`config.mk`:
```
export PLATFORM = sky130hd
export DESIGN_NAME = fpu_fma_param_flat
export DESIGN_NICKNAME = d
export VERILOG_FILES = /design/src/rtl/fpu_pkg.sv /design/src/rtl/fpu_fma_param_if.sv /design/src/rtl/fpu_lzc.sv /design/src/rtl/fpu_fma_param.sv /design/src/flat_wrapper.sv
export SDC_FILE = /design/constraint.sdc
export NUM_CORES = 2
export LEC_CHECK = 0
export CAP_MARGIN = 20
export CORE_AREA = 2 2 300 302
export CTS_CLUSTER_DIAMETER = 30
export DETAILED_ROUTE_END_ITERATION = 6
export DIE_AREA = 0 0 302 304
export DONT_BUFFER_PORTS = 1
export GPL_TIMING_DRIVEN = 1
export PLACE_DENSITY = 0.7
export SLEW_MARGIN = 20
export SYNTH_ARGS = -nofsm -noshare
export SYNTH_HDL_FRONTEND = slang
export SYNTH_HIERARCHICAL = 1
export SYNTH_SLANG_ARGS = --single-unit
```
`constraint.sdc`:
```
create_clock -name clk -period 7 [get_ports clk]
set_input_delay 0.7 -clock clk [delete_from_list [all_inputs] [get_ports clk]]
set_output_delay 0.7 -clock clk [all_outputs]
set_load 0.02 [all_outputs]
```
`src/rtl/fpu_pkg.sv`:
```
// ============================================================================
// Module      : fpu_pkg
// Description : Shared FMA state encoding, boolean type and float helpers.
// Revision    : 1.0 - initial release
// ============================================================================
`default_nettype none

package fpu_pkg;

    typedef enum logic [2:0] {
        IDLE       = 3'd0,
        LOAD       = 3'd1,
        MULTIPLY   = 3'd2,
        ALIGN      = 3'd3,
        ACCUMULATE = 3'd4,
        NORMALIZE  = 3'd5,
        OUTPUT     = 3'd6,
        ERROR      = 3'd7
    } fma_state_e;

    typedef enum logic {
        FALSE = 1'b0,
        TRUE  = 1'b1
    } bool_e;

    function automatic int fp_bias(input int expbits);
        return (1 << (expbits - 1)) - 1;
    endfunction

    // An all-ones exponent marks an operand this unit refuses to compute with.
    function automatic bool_e fp_is_special(input logic [31:0] exp_field, input int expbits);
        return (exp_field == ((32'd1 << expbits) - 32'd1)) ? TRUE : FALSE;
    endfunction

endpackage

`default_nettype wire

```
`src/rtl/fpu_fma_param_if.sv`:
```
// ============================================================================
// Module      : fpu_fma_param_if
// Description : Operand request / answer bus between issuer and FMA unit.
// Revision    : 1.0 - initial release
// ============================================================================
`default_nettype none

interface fpu_fma_param_if #(
    parameter int EXPBITS = 8,
    parameter int MANBITS = 23,
    parameter int FP      = 1 + EXPBITS + MANBITS
);
    logic          req_in;
    logic          acc_sel_in;
    logic [FP-1:0] a_in;
    logic [FP-1:0] b_in;
    logic [FP-1:0] c_in;
    logic          busy_out;
    logic [FP-1:0] answer_out;
    logic          ready_answer_out;
    logic          overflow_out;
    logic          underflow_out;
    logic          invalid_out;
    logic [2:0]    state_out;

    modport master (
        output req_in, acc_sel_in, a_in, b_in, c_in,
        input  busy_out, answer_out, ready_answer_out,
        input  overflow_out, underflow_out, invalid_out, state_out
    );

    modport slave (
        input  req_in, acc_sel_in, a_in, b_in, c_in,
        output busy_out, answer_out, ready_answer_out,
        output overflow_out, underflow_out, invalid_out, state_out
    );
endinterface

`default_nettype wire

```
`src/rtl/fpu_lzc.sv`:
```
// ============================================================================
// Module      : fpu_lzc
// Description : Parametrised leading-zero counter with all-zero flag.
// Revision    : 1.0 - initial release
// ============================================================================
`default_nettype none

module fpu_lzc #(
    parameter  int WIDTH = 8,
    localparam int CW    = $clog2(WIDTH + 1)
) (
    input  wire logic [WIDTH-1:0] i_data,
    output logic      [CW-1:0]    o_count,
    output logic                  o_all_zero
);

    // Higher bits are visited last, so the most significant one wins.
    always_comb begin
        o_count = CW'(WIDTH);
        for (int i = 0; i < WIDTH; i++) begin
            if (i_data[i]) begin
                o_count = CW'(WIDTH - 1 - i);
            end
        end
    end

    assign o_all_zero = ~|i_data;

endmodule

`default_nettype wire

```
`src/rtl/fpu_fma_param.sv`:
```
// ============================================================================
// Module      : fpu_fma_param
// Description : Multi-cycle parametrised fused multiply-add with accumulator.
// Revision    : 1.0 - initial release
// ============================================================================
`default_nettype none

module fpu_fma_param #(
    parameter int EXPBITS = 8,
    parameter int MANBITS = 23,
    parameter int FP      = 1 + EXPBITS + MANBITS
) (
    input wire logic       clk,
    input wire logic       rst,
    fpu_fma_param_if.slave bus
);
    import fpu_pkg::*;

    localparam int c_BIAS  = fp_bias(EXPBITS);
    localparam int c_PW    = 2 * (MANBITS + 1);
    localparam int c_SW    = c_PW + 1;
    localparam int c_XW    = EXPBITS + 2;
    localparam int c_DW    = EXPBITS + 3;
    localparam int c_LW    = $clog2(c_SW + 1);
    localparam int c_NW    = c_XW + c_LW + 1;
    localparam int c_SHMAX = 2 * MANBITS + 4;
    localparam int c_SHW   = (c_DW > $clog2(c_SHMAX + 1)) ? c_DW : $clog2(c_SHMAX + 1);
    localparam int c_EMAX  = (1 << EXPBITS) - 1;

    typedef struct packed {
        logic               sign;
        logic [EXPBITS-1:0] exp;
        logic [MANBITS-1:0] man;
    } float_t;

    localparam float_t c_NAN = '{sign: 1'b0, exp: '1, man: MANBITS'(1) << (MANBITS - 1)};

    fma_state_e r_state, w_next;

    float_t                  r_a, r_b, r_c, r_acc, r_answer;
    bool_e                   r_a_zero, r_b_zero, r_c_zero, r_pzero;
    logic [c_PW-1:0]         r_prod, r_pal, r_cal;
    logic signed [c_XW-1:0]  r_pexp, r_exp;
    logic                    r_psign, r_ssign;
    logic [c_SW-1:0]         r_sum;
    logic                    r_ovf, r_unf, r_inv;

    logic                    w_invalid;
    logic [c_PW-1:0]         w_prod, w_cplace, w_small_in, w_small_sh;
    logic signed [c_XW-1:0]  w_pexp, w_cexp;
    logic signed [c_DW-1:0]  w_diff;
    logic [c_SHW-1:0]        w_adiff;
    logic [c_LW-1:0]         w_lz;
    logic                    w_zero;
    logic [c_SW-1:0]         w_shifted;
    logic signed [c_NW-1:0]  w_nexp;
    float_t                  w_norm;
    logic                    w_ovf, w_unf;

    // ------------------------------------------------------------------ FSM
    always_ff @(posedge clk or negedge rst) begin
        if (!rst) r_state <= IDLE;
        else      r_state <= w_next;
    end

    always_comb begin
        w_next = r_state;
        case (r_state)
            IDLE:       if (bus.req_in) w_next = LOAD;
            LOAD:       w_next = w_invalid ? ERROR : MULTIPLY;
            MULTIPLY:   w_next = ALIGN;
            ALIGN:      w_next = ACCUMULATE;
            ACCUMULATE: w_next = NORMALIZE;
            NORMALIZE:  w_next = OUTPUT;
            ERROR:      w_next = OUTPUT;
            OUTPUT:     w_next = IDLE;
            default:    w_next = IDLE;
        endcase
    end

    // -------------------------------------------------------- combinational
    assign w_invalid = (fp_is_special(32'(r_a.exp), EXPBITS) == TRUE) ||
                       (fp_is_special(32'(r_b.exp), EXPBITS) == TRUE) ||
                       (fp_is_special(32'(r_c.exp), EXPBITS) == TRUE);

    assign w_prod   = c_PW'({1'b1, r_a.man}) * c_PW'({1'b1, r_b.man});
    assign w_pexp   = c_XW'(r_a.exp) + c_XW'(r_b.exp) - c_XW'(c_BIAS);

    // The addend is widened to the product's binary point (2*MANBITS fraction bits).
    assign w_cplace = c_PW'({1'b1, r_c.man}) << MANBITS;
    assign w_cexp   = c_XW'(r_c.exp);
    assign w_diff   = {r_pexp[c_XW-1], r_pexp} - c_DW'(r_c.exp);
    assign w_adiff  = c_SHW'(w_diff[c_DW-1] ? -w_diff : w_diff);
    assign w_small_in = w_diff[c_DW-1] ? r_prod : w_cplace;
    assign w_small_sh = (w_adiff >= c_SHW'(c_SHMAX)) ? '0 : (w_small_in >> w_adiff);

    fpu_lzc #(.WIDTH(c_SW)) u_lzc (
        .i_data     (r_sum),
        .o_count    (w_lz),
        .o_all_zero (w_zero)
    );

    assign w_shifted = r_sum << w_lz;
    assign w_nexp    = {{(c_NW - c_XW){r_exp[c_XW-1]}}, r_exp} + c_NW'(2) - c_NW'(w_lz);
    assign w_ovf     = (w_nexp >= $signed(c_NW'(c_EMAX)));
    assign w_unf     = (w_nexp <= $signed(c_NW'(0)));

    always_comb begin
        w_norm = '{sign: r_ssign, exp: w_nexp[EXPBITS-1:0], man: w_shifted[c_SW-2 -: MANBITS]};
        if (w_zero) begin
            w_norm = '0;
        end else if (w_ovf) begin
            w_norm = '{sign: r_ssign, exp: '1, man: '0};
        end else if (w_unf) begin
            w_norm = '{sign: r_ssign, exp: '0, man: '0};
        end
    end

    // ------------------------------------------------------------- datapath
    always_ff @(posedge clk or negedge rst) begin
        if (!rst) begin
            r_a      <= '0;
            r_b      <= '0;
            r_c      <= '0;
            r_a_zero <= FALSE;
            r_b_zero <= FALSE;
            r_c_zero <= FALSE;
            r_pzero  <= FALSE;
            r_prod   <= '0;
            r_pexp   <= '0;
            r_psign  <= 1'b0;
            r_pal    <= '0;
            r_cal    <= '0;
            r_exp    <= '0;
            r_sum    <= '0;
            r_ssign  <= 1'b0;
        end else begin
            case (r_state)
                IDLE: begin
                    if (bus.req_in) begin
                        r_a <= float_t'(bus.a_in);
                        r_b <= float_t'(bus.b_in);
                        r_c <= bus.acc_sel_in ? r_acc : float_t'(bus.c_in);
                    end
                end
                LOAD: begin
                    r_a_zero <= (r_a.exp == '0) ? TRUE : FALSE;
                    r_b_zero <= (r_b.exp == '0) ? TRUE : FALSE;
                    r_c_zero <= (r_c.exp == '0) ? TRUE : FALSE;
                end
                MULTIPLY: begin
                    r_pzero <= (r_a_zero == TRUE || r_b_zero == TRUE) ? TRUE : FALSE;
                    r_prod  <= (r_a_zero == TRUE || r_b_zero == TRUE) ? '0 : w_prod;
                    r_pexp  <= w_pexp;
                    r_psign <= r_a.sign ^ r_b.sign;
                end
                ALIGN: begin
                    if (r_pzero == TRUE) begin
                        r_pal <= '0;
                        r_cal <= (r_c_zero == TRUE) ? '0 : w_cplace;
                        r_exp <= w_cexp;
                    end else if (r_c_zero == TRUE) begin
                        r_pal <= r_prod;
                        r_cal <= '0;
                        r_exp <= r_pexp;
                    end else if (!w_diff[c_DW-1]) begin
                        r_pal <= r_prod;
                        r_cal <= w_small_sh;
                        r_exp <= r_pexp;
                    end else begin
                        r_pal <= w_small_sh;
                        r_cal <= w_cplace;
                        r_exp <= w_cexp;
                    end
                end
                ACCUMULATE: begin
                    if (r_psign == r_c.sign) begin
                        r_sum   <= c_SW'(r_pal) + c_SW'(r_cal);
                        r_ssign <= r_psign;
                    end else if (r_pal >= r_cal) begin
                        r_sum   <= c_SW'(r_pal - r_cal);
                        r_ssign <= r_psign;
                    end else begin
                        r_sum   <= c_SW'(r_cal - r_pal);
                        r_ssign <= r_c.sign;
                    end
                end
                default: ;
            endcase
        end
    end

    // Answer and flags are registered on entry to OUTPUT so they line up with the pulse.
    always_ff @(posedge clk or negedge rst) begin
        if (!rst) begin
            r_answer <= '0;
            r_acc    <= '0;
            r_ovf    <= 1'b0;
            r_unf    <= 1'b0;
            r_inv    <= 1'b0;
        end else begin
            case (r_state)
                NORMALIZE: begin
                    r_answer <= w_norm;
                    r_ovf    <= ~w_zero & w_ovf;
                    r_unf    <= ~w_zero & ~w_ovf & w_unf;
                    r_inv    <= 1'b0;
                end
                ERROR: begin
                    r_answer <= c_NAN;
                    r_ovf    <= 1'b0;
                    r_unf    <= 1'b0;
                    r_inv    <= 1'b1;
                end
                OUTPUT: r_acc <= r_answer;
                default: ;
            endcase
        end
    end

    assign bus.busy_out         = (r_state != IDLE);
    assign bus.ready_answer_out = (r_state == OUTPUT);
    assign bus.answer_out       = r_answer;
    assign bus.overflow_out     = r_ovf;
    assign bus.underflow_out    = r_unf;
    assign bus.invalid_out      = r_inv;
    assign bus.state_out        = r_state;

endmodule

`default_nettype wire

```
`src/flat_wrapper.sv`:
```
// flat-port wrapper written by rule: the top's interface ports become plain ports
module fpu_fma_param_flat import fpu_pkg::*;
#(
    parameter int EXPBITS = 8,
    parameter int MANBITS = 23,
    parameter int FP      = 1 + EXPBITS + MANBITS
)
  (clk, rst, bus_req_in, bus_acc_sel_in, bus_a_in, bus_b_in, bus_c_in, bus_busy_out, bus_answer_out, bus_ready_answer_out, bus_overflow_out, bus_underflow_out, bus_invalid_out, bus_state_out);
  fpu_fma_param_if #(.EXPBITS(EXPBITS), .MANBITS(MANBITS), .FP(FP)) bus_i ();
  input wire logic clk;
  input wire logic rst;
  input wire logic [$bits(bus_i.req_in)-1:0] bus_req_in;
  input wire logic [$bits(bus_i.acc_sel_in)-1:0] bus_acc_sel_in;
  input wire logic [$bits(bus_i.a_in)-1:0] bus_a_in;
  input wire logic [$bits(bus_i.b_in)-1:0] bus_b_in;
  input wire logic [$bits(bus_i.c_in)-1:0] bus_c_in;
  output wire logic [$bits(bus_i.busy_out)-1:0] bus_busy_out;
  output wire logic [$bits(bus_i.answer_out)-1:0] bus_answer_out;
  output wire logic [$bits(bus_i.ready_answer_out)-1:0] bus_ready_answer_out;
  output wire logic [$bits(bus_i.overflow_out)-1:0] bus_overflow_out;
  output wire logic [$bits(bus_i.underflow_out)-1:0] bus_underflow_out;
  output wire logic [$bits(bus_i.invalid_out)-1:0] bus_invalid_out;
  output wire logic [$bits(bus_i.state_out)-1:0] bus_state_out;
  assign bus_i.req_in = bus_req_in;
  assign bus_i.acc_sel_in = bus_acc_sel_in;
  assign bus_i.a_in = bus_a_in;
  assign bus_i.b_in = bus_b_in;
  assign bus_i.c_in = bus_c_in;
  assign bus_busy_out = bus_i.busy_out;
  assign bus_answer_out = bus_i.answer_out;
  assign bus_ready_answer_out = bus_i.ready_answer_out;
  assign bus_overflow_out = bus_i.overflow_out;
  assign bus_underflow_out = bus_i.underflow_out;
  assign bus_invalid_out = bus_i.invalid_out;
  assign bus_state_out = bus_i.state_out;
  fpu_fma_param #(.EXPBITS(EXPBITS), .MANBITS(MANBITS), .FP(FP)) u_core (.clk(clk), .rst(rst), .bus(bus_i));
endmodule
```
-- After elaboration in Yosys (flattened, before gate mapping)
Cells that the tools add are included.
- word-level logic and storage cells: 161
- register bits after elaboration: 385
- shift operators: 2
- order comparisons: 4
- mux-type cells: 85
- bitwise gates (word level): 5
- eq/ne operators: 12
- multiply operators: 1
- $add $sub $neg: 9
- reductions and logical operators: 12
- operators by type and width (kind ; count):
    2-to-1 mux 48 bit ; 9
    2-to-1 mux 6 bit ; 48
    2-to-1 mux 49 bit ; 2
    subtractor 48 x 48 -> 49 bit ; 2
    2-to-1 mux 32 bit ; 2
    one-hot mux 32 bit (2 select lines) ; 1
    2-to-1 mux 31 bit ; 2
    adder 48 x 48 -> 49 bit ; 1
    OR reduction 49 bit ; 1
    << shifter 49 x 6 -> 48 bit ; 1
    greater-or-equal comparator 48 bit ; 1
    multiplier 24 x 24 -> 48 bit ; 1
    right shift 48 x 11 -> 48 bit ; 1
    2-to-1 mux 47 bit ; 1
    2-to-1 mux 10 bit ; 3
    == test 8 bit, second input constant ; 3
    zero test 8 bit ; 3
    one-hot mux 3 bit (7 select lines) ; 1
    greater-or-equal comparator 17 x 9 -> 1 bit, second input constant ; 1
    <= comparator 17 x 1 -> 1 bit, second input constant ; 1
    subtractor 17 x 6 -> 17 bit ; 1
    == test 3 bit, second input constant ; 4
    adder 10 x 3 -> 11 bit, second input constant ; 1
    greater-or-equal comparator 11 x 6 -> 1 bit, second input constant ; 1
    21 further kinds ; 38

-- Logic depth before layout (Yosys ltp)
- depth in word-level cells: 55
- mapped depth: 29
- gate-level depth less buffers: 28

-- Cells and area by module
The synthesis kept the hierarchy.
- modules (own cells, without submodules) (module ; seq. area each (um2) ; times used ; area an instance (um2) ; cells an instance):
    fpu_fma_param ; 9634.2 ; 1 ; 48594.1 ; 5658
    fpu_lzc ; 0.0 ; 1 ; 613.1 ; 108

-- Least setup slack after synthesis
Ideal clock, no wire load.
- path type: register to register
- from: register u_core/r_a[13] in the netlist's numbering
- to: register u_core.r_prod[47]
- stages on the path, launching flop included: 30
- arrival time: 7240 ps
- path buffers: 1
- clock period less this slack: 7322 ps
- path slack: -322 ps
- path through: dfrtp_1 > clkbuf_1 > nand2_1 > fa_1 > inv_1 > fa_1 > inv_1 > fa_1 > inv_1 > fa_1 > inv_1 > fa_1 > inv_1 > fa_1 > inv_1 > fa_1 > inv_1 > ha_1 > a21oi_1 > o211ai_1 > a221oi_1 > o31ai_1 > a221o_1 > a41oi_1 > o21ai_0 > a41oi_1 > o21bai_1 > a211oi_1 > a221oi_1 > o21ai_0
- word-level cells in the longest chain between the ends: 2
- ends and longest elaborated chain (what ; line ; source):
    start, declared ; fpu_fma_param.sv:40 ; float_t r_a, r_b, r_c, r_acc, r_answer;
    start signal, assigned ; fpu_fma_param.sv:141 ; r_a <= float_t'(bus.a_in);
    multiplier 24 x 24 -> 48 bit ; fpu_fma_param.sv:86 ; assign w_prod = c_PW'({1'b1, r_a.man}) * c_PW'({1'b1, r_b.man});
    2-to-1 mux 48 bit ; fpu_fma_param.sv:153 ; r_prod <= (r_a_zero == TRUE || r_b_zero == TRUE) ? '0 : w_prod;
    end signal, assigned ; fpu_fma_param.sv:153 ;
    end, declared ; fpu_fma_param.sv:42 ; logic [c_PW-1:0] r_prod, r_pal, r_cal;
No other way between the ends.
A chain may end at the register's enable or synchronous reset.

-- Worst setup path in the final report
- from: register u_core/r_b[1] in the netlist's numbering
- to: register u_core.r_prod[41]
- word-level cells in the longest chain between the ends: 2
- ends and longest elaborated chain (what ; line ; source):
    start, declared ; fpu_fma_param.sv:40 ;
    start signal, assigned ; fpu_fma_param.sv:142 ; r_b <= float_t'(bus.b_in);
    multiplier 24 x 24 -> 48 bit ; fpu_fma_param.sv:86 ;
    2-to-1 mux 48 bit ; fpu_fma_param.sv:153 ;
No other way between the ends.

==> impl.org <==
** Critical path
- Data arrival time of the critical path :: 7.63 ns
- In this design, the critical path's most frequently occurring cell is fa_1.
- On the critical path, the stage with the largest delay is an instance of fa_1.
- In this run the worst path has a maximum fanout of 4.
- The worst setup path is of the reg -> reg kind.
- STA puts the critical path data required time at 7.51 ns.
- For flop-to-flop paths, the worst setup slack is -0.12 ns.
- The worst register-to-register path begins at u_core/r_b[1]$_DFFE_PN0P_.
- Following the worst setup path forward leads to its endpoint at u_core/r_prod[41]$_DFFE_PN0P_.
- STA classifies the critical path endpoint as a flop.
- On the worst path, the slowest cell contributes a delay of 0.53 ns.
- The most critical setup path has its startpoint at u_core/r_b[1]$_DFFE_PN0P_.
- Worst Reg-to-Reg Cells :: 28
- The worst register-to-register path ends at u_core/r_prod[41]$_DFFE_PN0P_.
- Category of the worst setup path launch point :: flop

** STA
- Number of setup violations in the final report :: 4
- The smallest clock period supported by the final layout is computed as 7.12 ns.
- At the pin with the least slew margin, the transition time is 1.15 ns.
- The worst path uses 102% of the clock period.
- The number of hold-slack violations in the final timing report was 0.
- Number of slew-limit violations in the final report :: 0
- Unrepaired setup endpoints after global routing :: true
- Worst Setup Slack, final :: -0.121 ns
- Max-Slew Margin vs Limit :: 23.3%
- Maximum clock frequency :: 0.140 GHz
- Maximum clock skew at final layout :: 0.0430 ns

** Floorplan
- The die covers 0.0918 mm².
- Measured along the y axis, the die boundary spans 304 µm.
- The die is 302 µm wide.
- Boundary pin count :: 140
- After floorplanning, the core was sized to cover 0.0890 mm².
- For this configuration, the core starts out at a cell density of 55.3%.
- After floorplanning, the core was divided into 110 placement rows.

** Synth
- A synthesized cell averages 8.53 µm².
- The cell count after synthesis came out at 5766.
- The largest total area in the synthesized netlist belongs to fa_1.
- Fraction of the yosys area taken by sequential cells :: 19.6%
- Synthesis inferred 385 register bits.
- Synth warnings :: 6
- Area of the mapped netlist :: 0.0492 mm²
- Fraction of synthesized cell area taken by the top area cell type :: 19.9%
- Post-Syn Nets :: 6711
- Synth async-reset ratio :: 100%
- Synthesis instantiated 94 different standard cells from the library.
- For this run, the leading register cell type out of synthesis is dfrtp_1.
- Synth top area cells :: fa_1 (20%), dfrtp_1 (20%), ha_1 (9.1%)
- Number of synthesized flops with an enable pin :: 0

** Drt
- Summing over every cut layer, the via total after detailed routing is 43270.
- The first detailed-routing pass ran for 7 iterations.
- After detailed routing, the average wire length per cell comes to 24.5 µm.
- In this run the remaining antenna-violating nets after routing total 0.
- Via density :: 6.08
- In the routed design, unresolved DRC markers number 0.
- The detailed router finished its first iteration with 3967 violations.
- Total detailed-routing wirelength :: 174000 µm

** Finish
- For this run, the post-layout net count is 6798.
- Area grow syn2layout :: 13.9%
- With fillers left out, the area of the finished cells amounts to 0.0561 mm².
- In the final layout, the share of cells above drive strength 1 is 13.2%.
- Cells fill 62.9% of the core in the end.

** Clocking
- CTS Buffer Depth :: 3
- Clock tree synthesis found a total of 385 sinks.
- Clock-pin slew was measured on the worst setup and hold paths at 0.05 ns.
- TritonCTS built the clock tree.
- In this run the number of H-tree levels came out at 3.
- Buffers inserted during clock tree synthesis total 95.
- For the worst-skew pair, the clock arrives at the later sink with an insertion delay of 0.69 ns.
- Clock root cell :: clkbuf_16

** Placed design
- Number of buffers added on ports :: 0
- Instance area at placement :: 0.0518 mm²
- Routability-driven placement finished with a final weighted congestion of 1.07.
- The HPWL after detailed placement is 140000 µm.

** Global routing
- Pin count of the biggest net entering global routing :: 386
- First-pass GRT wire length :: 265000 µm
- In the global route stage, overall resource usage came out at 38.0%.
- Via count of the first global-routing pass :: 43758
- Number of antenna violations at the first check in global routing :: 6
- After global routing the overflow that remains totals 0.

** Outcome
- Run status :: finished, violations left
- The final reports fail on setup timing.

** Worst hold path
- In this run the worst hold path is classified as in -> async.

** Run
- Max-cap check violation count :: 0
-- repair_timing --
action,in CTS,in global routing
setup endpoints to repair,15,19
endpoints found under the hold margin,385,15
cloned,0,1
pin swaps,32,49
setup buffers,8,13
resized for setup,64,75
-- placed cells by master, fill, tap and decap left out, drive strengths merged, types with 20 or more instances in the layout --
master	count
a211oi	41
a21o	65
a21oi	377
a221oi	22
a22o	48
a22oi	45
a31oi	27
and2	263
and3	20
buf	300
clkbuf	113
clkinv	28
dfrtp	385
fa	488
ha	357
inv	801
mux2	90
mux2i	148
mux4	68
nand2	711
nand2b	26
nand3	58
nand4	44
nor2	371
nor2b	36
nor3	71
nor4	31
o211ai	23
o21a	29
o21ai	366
o21bai	62
o22ai	48
o31ai	34
xnor2	72
xor2	39
-- worst min path at each step --
stage	start	to	slack (ns)	cells after the start
finish	rst	u_core/r_cal[19]$_DFFE_PN0N_	0.10	1
floorplan	rst	u_core/bus.answer_out[0]$_DFFE_PN0P_	0.40	0
global route	bus_a_in[23]	u_core/r_a[23]$_DFFE_PN0P_	0.15	2
detailed placement	rst	u_core/r_sum[17]$_DFFE_PN0P_	0.42	0
CTS	rst	u_core/r_sum[17]$_DFFE_PN0P_	-0.31	0
global placement	rst	u_core/r_sum[17]$_DFFE_PN0P_	0.42	0
-- synth_stat cells (all sizes together), types with 9 or more instances --
library cell	number
nand3	58
o21ai	366
a41oi	9
mux2i	148
nor4	31
o21a	29
a21oi	377
nand2b	26
a221o	15
fa	488
nand2	711
nor3	71
a221oi	22
buf	53
or4	11
nand4	44
o21bai	62
dfrtp	385
clkbuf	258
ha	357
o211ai	23
a31oi	27
mux4	68
a22o	48
nor2b	36
o22ai	48
or3	18
mux2	90
xnor2	72
inv	791
xor2	39
a211oi	41
a22oi	45
a21o	65
and3	20
a21boi	11
or2	13
and2	263
o31ai	34
o311ai	14
nor2	371
-- registers in the layout, indices dropped and copies added (netlist names), 3 cells and up --
signal,flops
u_core/r_c,32
u_core/r_pal,48
u_core/bus.answer_out,32
u_core/r_b,32
u_core/r_acc,32
u_core/r_pexp,10
u_core/r_sum,49
u_core/r_prod,48
u_core/r_exp,10
u_core/bus.state_out,3
u_core/r_cal,48
u_core/r_a,32
-- cell families after synthesis --
family | Yosys count | share of synthesized area, %
adders and majority gates | 845 | 28.9
xor gates and xnor gates | 111 | 1.99
buffers and inverters | 1107 | 8.56
muxes | 306 | 8.18
DFF | 385 | 19.6
and+or+nand+nor | 1699 | 16.1
AOI/OAI and AO/OA | 1313 | 16.7
-- area by class of cell --
cell class	instances	area, µm²
multi-input combinational	4274	36000
sequential	385	9650
clock buffer	113	2580
tap	1176	1470
inverter	796	3000
timing repair buffer	301	2500
clock inverter	64	895
antenna	3	7.51
fill	7577	33000
-- critical path, delay by kind of cell, from the launching register on --
kind	cells	cell delay (ns)
fa+ha+maj	8	3.78
buf+inv	7	0.45
compound gates	10	1.90
simple gates	2	0.25
flops	1	0.43
xor+xnor	1	0.15
-- through the flow --
stage | setup WS (ns) | hold slack [ns] | instances | TNS [ns]
final | -0.121 | 0.100 | 7112 | -0.283
after global routing | -0.386 | 0.153 | 7111 | -2.71
after CTS | -0.0628 | -0.306 | 7092 | -0.302
after detailed placement | -0.449 | 0.419 | 6907 | -4.17
after global placement | -0.301 | 0.419 | 6907 | -2.49
after floorplan | 0.0295 | 0.404 | 5766 | 0
-- routing by layer --
metal / up-vias / part of all wire (%) / GRT usage (%)
li1: 19554 / - / -
met1: 21356 / 38 / 46.1
met2: 1863 / 48 / 62.8
met3: 495 / 6.6 / 5.82
met4: 2 / 7.8 / 24.6
met5: - / 0.0075 / 0
Power is not shown: default switching activity piles up to over one toggle a cycle in this logic, so the estimate is an artifact.
